===== src/rtl/jtag_chain1.sv =====
// ER1 user-data JTAG chain: 36-bit frames (4-bit opcode + 32-bit payload) program
// bus-master configuration registers and select a read-back word for the next scan.
module jtag_chain1 (
    input  logic        JTCK,
    input  logic        JRSTN,
    input  logic        JTDI,
    input  logic        JRTI1,
    input  logic        JSHIFT,
    input  logic        JUPDATE,
    input  logic        JCE1,
    output logic        JTD1,
    input  logic [31:0] pp_dataOut,
    input  logic        switch_ready
);

    typedef enum logic [3:0] {
        OP_NOP      = 4'b0000,
        OP_WR_ADDR  = 4'b0001,
        OP_WR_BE    = 4'b0010,
        OP_WR_BURST = 4'b0011,
        OP_RD_ADDR  = 4'b0100,
        OP_RD_BE    = 4'b0101,
        OP_RD_BURST = 4'b0110,
        OP_RD_BUS   = 4'b0111
    } opcode_t;

    logic [35:0] shift_reg;
    logic [31:0] address_reg;
    logic [3:0]  byte_enable_reg;
    logic [7:0]  burst_size_reg;
    logic [7:0]  status_reg;
    logic [3:0]  response_sel;
    logic [31:0] response_data;
    logic [3:0]  op;
    logic [31:0] pl;

    assign op   = shift_reg[3:0];
    assign pl   = shift_reg[35:4];
    assign JTD1 = shift_reg[0];

    // Run-test-idle and the last-opcode history are not consumed by this chain.
    logic [4:0] unused_sig;
    assign unused_sig = {JRTI1, status_reg[7:4]};

    always_comb begin
        response_data = 32'b0;
        case (response_sel)
            OP_RD_ADDR:  response_data = address_reg;
            OP_RD_BE:    response_data = {28'b0, byte_enable_reg};
            OP_RD_BURST: response_data = {24'b0, burst_size_reg};
            OP_RD_BUS:   response_data = pp_dataOut;
            default:     response_data = 32'b0;
        endcase
    end

    always_ff @(posedge JTCK) begin
        if (!JRSTN) begin
            shift_reg       <= '0;
            address_reg     <= '0;
            byte_enable_reg <= '0;
            burst_size_reg  <= '0;
            status_reg      <= '0;
            response_sel    <= '0;
        end else begin
            status_reg[3] <= switch_ready;
            // Update wins over any concurrent capture/shift so the decoded frame stays intact.
            if (JUPDATE) begin
                status_reg[7:4] <= op;
                case (op)
                    OP_WR_ADDR: begin
                        address_reg   <= pl;
                        status_reg[0] <= 1'b1;
                    end
                    OP_WR_BE: begin
                        byte_enable_reg <= pl[3:0];
                        status_reg[1]   <= 1'b1;
                    end
                    OP_WR_BURST: begin
                        burst_size_reg <= pl[7:0];
                        status_reg[2]  <= 1'b1;
                    end
                    OP_RD_ADDR, OP_RD_BE, OP_RD_BURST, OP_RD_BUS: response_sel <= op;
                    OP_NOP:  response_sel <= 4'b0000;
                    default: ;
                endcase
            end else if (JCE1) begin
                if (JSHIFT) shift_reg <= {JTDI, shift_reg[35:1]};
                else        shift_reg <= {response_data, status_reg[3:0]};
            end
        end
    end

endmodule


===== config.mk =====
export PLATFORM = sky130hd
export DESIGN_NAME = jtag_chain1
export DESIGN_NICKNAME = d
export VERILOG_FILES = /design/src/rtl/jtag_chain1.sv
export SDC_FILE = /design/constraint.sdc
export NUM_CORES = 1
export LEC_CHECK = 0
export ABC_AREA = 1
export CAP_MARGIN = 15
export CORE_MARGIN = 1
export CORE_UTILIZATION = 46
export CTS_CLUSTER_SIZE = 16
export DETAILED_ROUTE_END_ITERATION = 8
export PLACE_DENSITY = 0.71
export RECOVER_POWER = 100
export SLEW_MARGIN = 10
export SYNTH_ARGS = -nofsm -noshare
export SYNTH_HDL_FRONTEND = slang
export SYNTH_SLANG_ARGS = --single-unit

===== constraint.sdc =====
create_clock -name JTCK -period 3.15 [get_ports JTCK]
set_clock_uncertainty 0.1 [all_clocks]
set_input_delay 0.63 -clock JTCK [delete_from_list [all_inputs] [get_ports JTCK]]
set_output_delay 0.63 -clock JTCK [all_outputs]
set_load 0.01 [all_outputs]

==> reports/qor.yml <==
wl_mm: 9.017
status: "finished clean"
cp_slowest_cell: "inv_1"
critPathArrivalTime_ns: 2.48
cts_hold_buf: 0
worstHoldStart: "byte_enable_reg[0]$_SDFFE_PN0P_"
p_sw_frac: 0.2306
final_cell_mix: "a21oi_1, dfxtp_1, o21ai_0"
power_frac_seq: 0.502
critical_path.max_fanout: 34
maxSlewViolCount: 0
gp_congestion: 0.8045
grt_pass1_wl_mm: 15.41
io_pins: 41
dieHeight_um: 93.34
cts_tree: "yes"
initial_utilization: 0.4865
port_buffers: 39
intPower_mw: 1.827
syn_inst: 535
grt_pass1_vias: 3346
die_w_um: 93.34
syn_avg_cell_area_sq_um: 7.173
path_depth: 6
drtPass1Iterations: 5
worst_setup_path_start_kind: "input pin"
slowest_delay_ns: 0.71
critical_path_class: "in2reg"
antenna_found_initial: 0
clock_sinks: 88
layout.nets: 601
num-fill-cells: 740
root_buffer: "clkbuf_8"
track_usage: 0.2251
yosysSeqAreaShare: 0.4591
crit_path_start: "JUPDATE"
hold_end: "byte_enable_reg[0]$_SDFFE_PN0P_"
worst_slew_pin_slew_ns: 1.284
overflow: 0
insertion_delay_ns: 0.35
path_clk_slew_ns: 0.08
layout_commonest_cell: "a21oi_1"
dieArea_sq_mm: 0.008711
drc_errors: 0
p_clk_frac: 0.407
antenna_cells: 0
r2r_start: "response_sel[0]$_SDFFE_PN0P_"
p_sw_uw: 547.7
period_minus_slack_ns: 2.301
fin_tns_setup_ns: 0
period_share: 0.7304
reg2reg_slack_ns: 1.21
largest_reg_flops: 36
netlist-cell-type-count: 21
drt_iter0_drc: 241
row_count: 32
via_per_inst: 5.374
finalHoldViolCount: 0
drive_above_1_share: 0.05830
rsz0062_at_grt: "no"
hpwl_mm: 5.539
post-place-ws_ns: 0.6734
fmax_ghz: 0.4346
worst-path-buf-inv: 3
detail-route-antenna-nets: 0
syn_area_sq_mm: 0.003837
setup_viol: 0
yosysWarnings: 0
p_per_area_mw_per_mm2: 525.3
grt_max_degree: 39
htreeDepth: 3
syn_nets: 575
crit_required_ns: 3.33
post_cts_resized: 0
cp_top_family: "buffers and inverters"
path_cells: "dlygate4sd3_1 > inv_1 > nand2_1 > inv_1 > o21ai_0 > a21oi_1"
post_cts_buffers: 0
finalPower_mw: 2.375
path_common_cell: "inv_1"
core_area_sq_mm: 0.007888
vias: 3590
worstRegToRegCells: 5
irDropWorstVdd_uv: 348.1
worstSetupEndpointType: "flop"
cap_violations: 0
leakagePower_nw: 1.618
synth-seq-cells: 88
finalWorstSetupSlack_ns: 0.8493
cts_buffers: 9
syn2layout_area_growth_pct: 17.80
hold_class: "reg2reg"
rr_endpoint: "shift_reg[12]$_SDFFE_PN0P_"
worstHoldPathCells: 2
wire_per_inst_um: 13.50
power_frac_comb: 0.091
relSlewSlack: 0.1442
cts_buffer_depth: 2
final cells by class:
type / count / area, sq um / area share
Multi-Input combinational cell: 360 / 1714 / 0.3792
Clock inverter: 4 / 98.84 / 0.02187
Timing Repair Buffer: 51 / 471.7 / 0.1043
Inverter: 51 / 191.4 / 0.04235
Tap cell: 102 / 127.6 / 0.02823
Clock buffer: 12 / 155.1 / 0.03432
Sequential cell: 88 / 1762 / 0.3897
stage by stage:
stage,util,cell area [sq um],instances,hold slack (ns)
detailed placement,0.5430,4283,652,0.3343
floorplan,-,3837,535,0.3239
finish,0.5731,4521,668,0.3486
CTS,0.5752,4537,668,0.3477
global placement,0.5430,4283,652,0.3307
global route,0.5731,4521,668,0.3702
per-layer routing:
layer,vias up,global-route usage,wire (um),part of all wire
met2,88,0.3701,4181,0.46
met4,0,0.06026,97,0.011
li1,1837,-,-,-
met5,-,0,0,0
met1,1658,0.2942,4275,0.47
met3,7,0.05528,463,0.051
synth_stat cells (all sizes together):
cell type | n | area (sq um)
nand2 | 81 | 309.0
nor2 | 28 | 110.1
clkbuf | 24 | 93.84
dfxtp | 88 | 1762
a221oi | 2 | 17.52
nand3 | 31 | 155.2
clkinv | 2 | 7.510
buf | 12 | 76.31
nand4 | 1 | 6.260
a21oi | 110 | 569.3
nor3 | 1 | 16.27
inv | 49 | 183.9
o21ai | 106 | 530.5
power groups by stage:
stage	registers [mW]	clock network, mW	logic, mW
2_1_floorplan	1.21	0	0.130
3_3_place_gp	1.22	0	0.211
3_5_place_dp	1.22	0	0.216
4_1_cts	1.19	0.986	0.218
5_1_grt	1.20	1.03	0.245
6_report	1.19	0.966	0.216
worst max-delay path by stage:
stage                                   endpoint
finish                 shift_reg[9]$_SDFFE_PN0P_
global route        address_reg[11]$_SDFFE_PN0P_
CTS                    shift_reg[0]$_SDFFE_PN0P_
detailed placement     shift_reg[0]$_SDFFE_PN0P_
global placement       shift_reg[0]$_SDFFE_PN0P_
floorplan              shift_reg[6]$_SDFFE_PN0P_
worst min-delay path, stage by stage (launching register included):
cell,delay (ns)
dfxtp_1,0.31
inv_1,0.05
a21oi_1,0.05
kinds of logic after synthesis:
| logic type | Yosys count | share of synthesized area |
|---|---|---|
| AO/OA/AOI/OAI | 218 | 0.2912 |
| buffers and inverters | 87 | 0.09423 |
| flip-flops | 88 | 0.4591 |
| AND/OR/NAND/NOR | 142 | 0.1555 |
(Power assumes the default switching activity.)
